File: config.mk
export PLATFORM = sky130hd
export DESIGN_NAME = phy_tx
export DESIGN_NICKNAME = d
export VERILOG_FILES = /design/src/rtl/phy_tx.sv
export SDC_FILE = /design/constraint.sdc
export NUM_CORES = 1
export LEC_CHECK = 0
export CAP_MARGIN = 20
export CORE_MARGIN = 10
export CORE_UTILIZATION = 43
export DETAILED_ROUTE_END_ITERATION = 10
export PLACE_DENSITY = 0.88
export SYNTH_ARGS = -nofsm -noshare
export SYNTH_HDL_FRONTEND = slang
export SYNTH_SLANG_ARGS = --single-unit
File: constraint.sdc
create_clock -name i_clk -period 2.5 [get_ports i_clk]
set_input_delay 0.5 -clock i_clk [delete_from_list [all_inputs] [get_ports i_clk]]
set_output_delay 0.5 -clock i_clk [all_outputs]
set_load 0.005 [all_outputs]
File: src/rtl/phy_tx.sv
`default_nettype none
// ============================================================================
// Module   : phy_tx
// Brief    : Transmit framer from AXI4-Stream to 32-bit 8b/10b words.
//            Optional clock correction when PHY_TX_CC_EN is defined.
// Revision : 1.0 - initial release
// ============================================================================
module phy_tx #(
  parameter int P_GAP       = 2,
  parameter int P_CC_PERIOD = 5000
) (
  input  logic        i_clk,
  input  logic        i_rst,
  input  logic        i_link_up,
  input  logic        i_axi_s_valid,
  input  logic        i_axi_s_last,
  input  logic [3:0]  i_axi_s_keep,
  input  logic [31:0] i_axi_s_data,
  output logic        o_axi_s_ready,
  output logic [31:0] o_gt_tx_data,
  output logic [3:0]  o_gt_tx_charisk,
  output logic        o_underrun
);

  localparam logic [1:0] c_st_idle = 2'd0;
  localparam logic [1:0] c_st_data = 2'd1;
  localparam logic [1:0] c_st_eof  = 2'd2;
  localparam logic [1:0] c_st_gap  = 2'd3;

  localparam logic [31:0] c_idle_word = 32'h50BC50BC;
  localparam logic [3:0]  c_idle_k    = 4'b0101;
  localparam logic [31:0] c_sof_word  = 32'hFB50BC50;
  localparam logic [3:0]  c_sof_k     = 4'b1010;
  localparam logic [31:0] c_eof_word  = 32'h000000FD;
  localparam logic [3:0]  c_eof_k     = 4'b0001;
  localparam logic [31:0] c_cc_word   = 32'h1C1C1C1C;
  localparam logic [3:0]  c_cc_k      = 4'b1111;
  localparam logic [7:0]  c_k_fd      = 8'hFD;
  localparam int          c_gap_w     = $clog2(P_GAP + 1);

  if (P_GAP < 1 || P_CC_PERIOD < 2) begin : g_param_check
    $error("phy_tx: P_GAP must be >= 1 and P_CC_PERIOD must be >= 2");
  end

  logic [1:0]         r_state;
  logic [c_gap_w-1:0] r_gap_cnt;
  logic               r_ready;
  logic [31:0]        r_data;
  logic [3:0]         r_k;
  logic               r_underrun;
  logic               w_cc_pend;

  // Last-beat word: FD follows the final valid byte; full beats need a separate EOF word.
  logic [31:0] w_swap;
  logic [31:0] w_last_data;
  logic [3:0]  w_last_k;
  logic        w_full;

  always_comb begin
    w_swap      = {i_axi_s_data[7:0], i_axi_s_data[15:8],
                   i_axi_s_data[23:16], i_axi_s_data[31:24]};
    w_last_data = w_swap;
    w_last_k    = 4'b0000;
    w_full      = 1'b0;
    case (i_axi_s_keep)
      4'b1110: begin
        w_last_data = {c_k_fd, w_swap[23:0]};
        w_last_k    = 4'b1000;
      end
      4'b1100: begin
        w_last_data = {8'h00, c_k_fd, w_swap[15:0]};
        w_last_k    = 4'b0100;
      end
      4'b1000: begin
        w_last_data = {16'h0000, c_k_fd, w_swap[7:0]};
        w_last_k    = 4'b0010;
      end
      default: w_full = 1'b1;
    endcase
  end

  always_ff @(posedge i_clk) begin
    if (i_rst) begin
      r_state    <= c_st_idle;
      r_gap_cnt  <= '0;
      r_ready    <= 1'b0;
      r_data     <= c_idle_word;
      r_k        <= c_idle_k;
      r_underrun <= 1'b0;
    end else begin
      r_underrun <= 1'b0;
      r_data     <= c_idle_word;
      r_k        <= c_idle_k;
      if (!i_link_up) begin
        r_state <= c_st_idle;
        r_ready <= 1'b0;
      end else begin
        case (r_state)
          c_st_idle: begin
            if (w_cc_pend) begin
              r_data <= c_cc_word;
              r_k    <= c_cc_k;
            end else if (i_axi_s_valid) begin
              r_data  <= c_sof_word;
              r_k     <= c_sof_k;
              r_ready <= 1'b1;
              r_state <= c_st_data;
            end
          end
          c_st_data: begin
            if (i_axi_s_valid && r_ready) begin
              if (i_axi_s_last) begin
                r_data    <= w_last_data;
                r_k       <= w_last_k;
                r_ready   <= 1'b0;
                r_gap_cnt <= c_gap_w'(P_GAP);
                r_state   <= w_full ? c_st_eof : c_st_gap;
              end else begin
                r_data <= w_swap;
                r_k    <= 4'b0000;
              end
            end else begin
              r_underrun <= 1'b1;
            end
          end
          c_st_eof: begin
            r_data  <= c_eof_word;
            r_k     <= c_eof_k;
            r_state <= c_st_gap;
          end
          c_st_gap: begin
            if (w_cc_pend) begin
              r_data <= c_cc_word;
              r_k    <= c_cc_k;
            end
            r_gap_cnt <= r_gap_cnt - c_gap_w'(1);
            if (r_gap_cnt <= c_gap_w'(1)) begin
              r_state <= c_st_idle;
            end
          end
          default: r_state <= c_st_idle;
        endcase
      end
    end
  end

`ifdef PHY_TX_CC_EN
  localparam int c_cc_w = $clog2(P_CC_PERIOD);

  logic [c_cc_w-1:0] r_cc_cnt;
  logic              r_cc_pend;
  logic              w_cc_wrap;
  logic              w_cc_take;

  assign w_cc_wrap = (r_cc_cnt == c_cc_w'(P_CC_PERIOD - 1));
  assign w_cc_take = i_link_up && r_cc_pend &&
                     (r_state == c_st_idle || r_state == c_st_gap);

  // A new request landing on the emission edge wins over the clear.
  always_ff @(posedge i_clk) begin
    if (i_rst) begin
      r_cc_cnt  <= '0;
      r_cc_pend <= 1'b0;
    end else begin
      r_cc_cnt <= w_cc_wrap ? '0 : r_cc_cnt + c_cc_w'(1);
      if (w_cc_wrap) begin
        r_cc_pend <= 1'b1;
      end else if (w_cc_take) begin
        r_cc_pend <= 1'b0;
      end
    end
  end

  assign w_cc_pend = r_cc_pend;
`else
  assign w_cc_pend = 1'b0;
`endif

  assign o_axi_s_ready   = r_ready;
  assign o_gt_tx_data    = r_data;
  assign o_gt_tx_charisk = r_k;
  assign o_underrun      = r_underrun;

endmodule
`default_nettype wire
## Word-level counts from Yosys, hierarchy flattened

Index checks and enable logic that the tools add are counted.

- Flip-flop bits (word level): 42
- Output and inout bits: 38
- Logic and storage cells: 54
- Input bits: 41

- Multiplexer cells: 24
- Reductions and logical operators: 10
- Order comparisons: 1
- Equal/unequal tests: 10
- Add/sub/neg operators: 1
- Bitwise gates (word level): 2

Operator list:

| operator | number |
|---|---|
| one-hot mux 32 bit (4 select lines) | 1 |
| 2-to-1 mux 32 bit | 3 |
| one-hot mux 32 bit (3 select lines) | 1 |
| one-hot mux 4 bit (4 select lines) | 1 |
| == test 4 bit, second input constant | 3 |
| 2-to-1 mux 2 bit | 6 |
| 2-to-1 mux 4 bit | 3 |
| one-hot mux 4 bit (3 select lines) | 1 |
| AND reduction 4 bit | 3 |
| inequality test 2 bit, second input constant | 4 |
| one-hot mux 2 bit (4 select lines) | 1 |
| OR reduction 3 bit | 2 |
| 2-to-1 mux 1 bit | 5 |
| == test 2 bit, second input constant | 2 |
| one-hot mux 2 bit (2 select lines) | 1 |
| nonzero test 2 bit | 2 |
| == test 2 x 1 -> 1 bit, second input constant | 1 |
| <= comparator 2 x 1 -> 1 bit, second input constant | 1 |
| zero test 2 bit | 1 |
| NOT 1 bit | 2 |
| one-hot mux 1 bit (2 select lines) | 1 |
| OR reduction 2 bit | 1 |
| subtractor 2 x 1 -> 2 bit, second input constant | 1 |
| logical AND 1 bit | 1 |

## Logic depth before layout (Yosys ltp)

- Word-level depth: 6
- Gate-level depth with buffers: 7
- Mapped depth without buffers: 6

## Worst setup path before layout

Ideal clock, no wire load.

- Path kind: flip-flop to flip-flop
- From: reg r_state[1]
- To: reg r_data[18] (netlist: o_gt_tx_data[18])
- Required time: 2.361 ns
- Arrival: 1.480 ns
- Path slack: 0.881 ns
- Cell stages (with the launch flop): 8
- Clock period less this slack: 1.619 ns
- Path through: dfxtp_1 > inv_1 > ha_1 > buf_2 > and2_1 > a221oi_2 > and3_1 > a21oi_1

- Longest elaborated chain between the ends: 2
- Elaborated cells on any way between the ends: 5

RTL lines:

| item | line | source |
|---|---|---|
| start, declared | 45 | `logic [1:0] r_state;` |
| start signal, assigned | 84 | `r_state <= c_st_idle;` |
| start signal, assigned | 95 | `r_state <= c_st_idle;` |
| start signal, assigned | 107 | `r_state <= c_st_data;` |
| == test 2 bit, or another cell as far along | 98 | `case (r_state)` |
| one-hot mux 32 bit (4 select lines) (*) | 98 |  |
| end signal, assigned | 101 | `r_data <= c_cc_word;` |
| end signal, assigned | 104 | `r_data <= c_sof_word;` |
| end signal, assigned | 113 | `r_data <= w_last_data;` |
| end, declared | 48 | `logic [31:0] r_data;` |

Every way passes the cells marked *; elsewhere a longest branch is shown, timed or not.
A chain may end at the register's enable or synchronous reset.

## Worst setup path after layout

Same ends and word-level chain as after synthesis.

==> parameters.txt <==
Parameter                              Value

Setup path
  Crit Reg-Reg Startpoint    r_state[1]$_SDFFE_PP0P_
  Path type of the worst setup path    register to register
  Endpoint kind of the worst setup timing path    register
  CP arrival    2130 ps
  Critical path origin    r_state[1]$_SDFFE_PP0P_
  Worst flop-to-flop path endpoint    o_gt_tx_data[18]$_SDFF_PP1_
  Maximum fanout along the worst path    17
  Number of cells on the worst reg-to-reg path    6
  Type of element launching the critical path    register
  Worst endpoint required time    2660 ps
  Flop-to-flop setup slack    530 ps

Global route
  Maximum number of pins on one net before global-route repair    18
  Initial antenna violation count    0
  Highest-utilization routing layer at the global route stage    met2
  Grt total ovfl    0
  Wire length of the first global-routing pass    7210 µm
  Met2 usage    24.1%
  Met3 Use GR    4.00%
  Vias in the first global route    1485
  GRT Overall Usage    13.9%
  Met1 track demand over resource    15.5%

Worst hold path
  Cell depth of the worst hold path    2
  Hold path startpoint    r_gap_cnt[0]$_SDFFE_PP0P_
  Class of the most critical hold timing path    register to register
  Worst hold endpoint    r_gap_cnt[0]$_SDFFE_PP0P_

Layout
  Final standard cell utilization of the core    69.7%
  Antenna diode instance count    0
  Share of final-layout standard cells stronger than drive strength 1    5.88%
  Non-filler instance count after layout    303
  Summed area of non-filler cells in the final layout    2590 µm²
  Relative area change from synthesis to final layout    55.4%
  Final net count    301

Floorplan
  I/O pin count    79
  Die W    82.3 µm
  Core area    3720 µm²
  Height of the die    82.3 µm
  Total die area    6770 µm²
  Starting utilization of the core area    44.9%
  Number of cell rows    22

Place
  Post-detailed-placement cell area    2480 µm²
  Cells after DPL    295
  Port Buffer Count    78
  Final GP Congestion    0.776
  Worst setup slack before clock tree synthesis    365 ps
  HPWL Detailed    3840 µm

Clock network
  Clock Root Buffer    sky130_fd_sc_hd__clkbuf_8
  Clock tree from TritonCTS    done
  H-tree depth    2
  Gates resized, CTS repair    0
  Worst-skew pair later-pin latency    290 ps
  Number of buffers inserted to repair setup after CTS    0
  Total CTS buffers    5
  Number of hold-repair buffers added at the cts stage    0
  Maximum root-to-sink buffer count    2
  Clk sink count    42
  Clock transition at the registers of the reported paths    70 ps

Synth
  Most common cell in the synthesized netlist    sky130_fd_sc_hd__dfxtp_1
  Number of unique standard cell types used by synthesis    40
  Cell taking the most area after synthesis    sky130_fd_sc_hd__dfxtp_1
  Predominant post-synthesis flop cell    sky130_fd_sc_hd__dfxtp_1
  Post-synthesis cell count    176
  FFs w/ async S/R, synth    0%
  Synthesized netlist net count    223
  Part of the Yosys area used for sequential elements    50.4%
  Post-synth top area share    50.4%
  Top area cells in the synthesized netlist    sky130_fd_sc_hd__dfxtp_1, sky130_fd_sc_hd__a21oi_1, sky130_fd_sc_hd__ha_1, sky130_fd_sc_hd__o21ai_0, sky130_fd_sc_hd__nand2_1
  Netlist area before placement    1670 µm²
  Yosys Warn Count    0
  EDFF count, synth    0
  Number of flip-flops and latches in the synthesized netlist    42
  Mean instance size in the synthesized netlist    9.48 µm²
  Commonest cells in the netlist    sky130_fd_sc_hd__dfxtp_1, sky130_fd_sc_hd__a21oi_1, sky130_fd_sc_hd__o21ai_0, sky130_fd_sc_hd__nand2_1, sky130_fd_sc_hd__nor2_1

STA
  Max-slew violation count    0
  Achievable Freq    507 MHz
  TNS Setup    0 ps
  Slew of the pin with the lowest slew margin    607 ps
  Max Clock Skew    5.96 ps
  Final worst-path cycle share    78.8%
  Slack of the critical path    529 ps
  Final hold violations    0
  Worst slew margin    59.2%
  Setup Viol. Count Final    0
  Setup repair after global routing missed its margin    no
  Fin crit period    1970 ps

Power
  P per Cell Area    556 nW/µm²
  Static leakage    0.000998 µW
  Worst vdd rail ir drop    0.000226 V

Drt
  Residual DRC count    0
  Routed vias/inst    5.15
  Router iterations before antenna repair    4
  Routed length per instance    16.0 µm
  Post-Route WL    4840 µm
  Number of vias after detailed routing    1561
  Count of routing violations after the opening detailed-route iteration    114
  Routed Antenna Nets    0

Flow run
  Max-cap viol count    0

Outcome
  Status    finished clean
## report_power, final
part / internal (µW) / switching [µW]
registers: 695 / 9.95
clock network: 299 / 217
logic: 132 / 86.3
## area by class of cell
type / count / area [µm²]
clock inverters: 1 / 30.0
multi-input cells: 118 / 758
flip-flops and latches: 42 / 841
repair buffers: 81 / 803
fillers: 293 / 1120
well taps: 48 / 60.1
inverters: 6 / 22.5
clock buffers: 7 / 76.3
## metal layers
layer,routed length [µm],vias up
met2,2410,61
met3,351,5
met4,89,0
met1,1990,718
met5,0,-
li1,-,777
## worst max-delay path, stage by stage (launching register included)
cell and delay (ps):
sky130_fd_sc_hd__dfxtp_1 390, sky130_fd_sc_hd__inv_1 100, sky130_fd_sc_hd__ha_1 390, sky130_fd_sc_hd__and2_1 270, sky130_fd_sc_hd__a221oi_2 320, sky130_fd_sc_hd__and3_1 280, sky130_fd_sc_hd__a21oi_1 80
## worst max path at each step
| stage | to | slack, ps | cells past startpoint |
|---|---|---|---|
| 3_3_place_gp | o_gt_tx_data[4]$_SDFF_PP1_ | 400 | 4 |
| 3_5_place_dp | o_gt_tx_data[18]$_SDFF_PP1_ | 360 | 5 |
| 4_1_cts | o_gt_tx_data[4]$_SDFF_PP1_ | 540 | 5 |
| 6_report | o_gt_tx_data[18]$_SDFF_PP1_ | 530 | 6 |
| 2_1_floorplan | o_gt_tx_data[18]$_SDFF_PP1_ | 880 | 7 |
| 5_1_grt | o_gt_tx_data[18]$_SDFF_PP1_ | 400 | 6 |
## cell usage in the layout (no fill, tap or decap), types with 4 or more instances in the layout
master and instances:
sky130_fd_sc_hd__o21ai_0 15, sky130_fd_sc_hd__nor2_1 10, sky130_fd_sc_hd__nand3_1 4, sky130_fd_sc_hd__inv_1 6
sky130_fd_sc_hd__clkbuf_8 5, sky130_fd_sc_hd__dfxtp_1 42, sky130_fd_sc_hd__o31a_1 4, sky130_fd_sc_hd__nand2_1 10
sky130_fd_sc_hd__clkdlybuf4s50_1 78, sky130_fd_sc_hd__nor2b_1 4, sky130_fd_sc_hd__a21oi_1 18, sky130_fd_sc_hd__nor3_1 5
sky130_fd_sc_hd__ha_1 6
## sequential cells by signal, indices dropped and copies added (netlist names)
name / cells
o_gt_tx_charisk: 4
o_underrun: 1
o_axi_s_ready: 1
o_gt_tx_data: 32
r_gap_cnt: 2
r_state: 2
## cell families (layout without fill, tap and decap cells)
logic type | count (synthesis) | in the layout | synth area share (%)
AO/OA/AOI/OAI | 56 | 56 | 21.3
flip-flops | 42 | 42 | 50.4
buffers and inverters | 16 | 95 | 4.13
AND/OR/NAND/NOR | 53 | 53 | 17.9
multiplexers | 3 | 3 | 1.80
adder cells (fa/ha/maj) | 6 | 6 | 4.50
## through the flow
step	hold slack, ps	power, µW
2_1_floorplan	444	802
3_3_place_gp	464	934
3_5_place_dp	470	939
4_1_cts	481	1460
5_1_grt	515	1500
6_report	481	1440
Power figures use the tool's default switching activity.
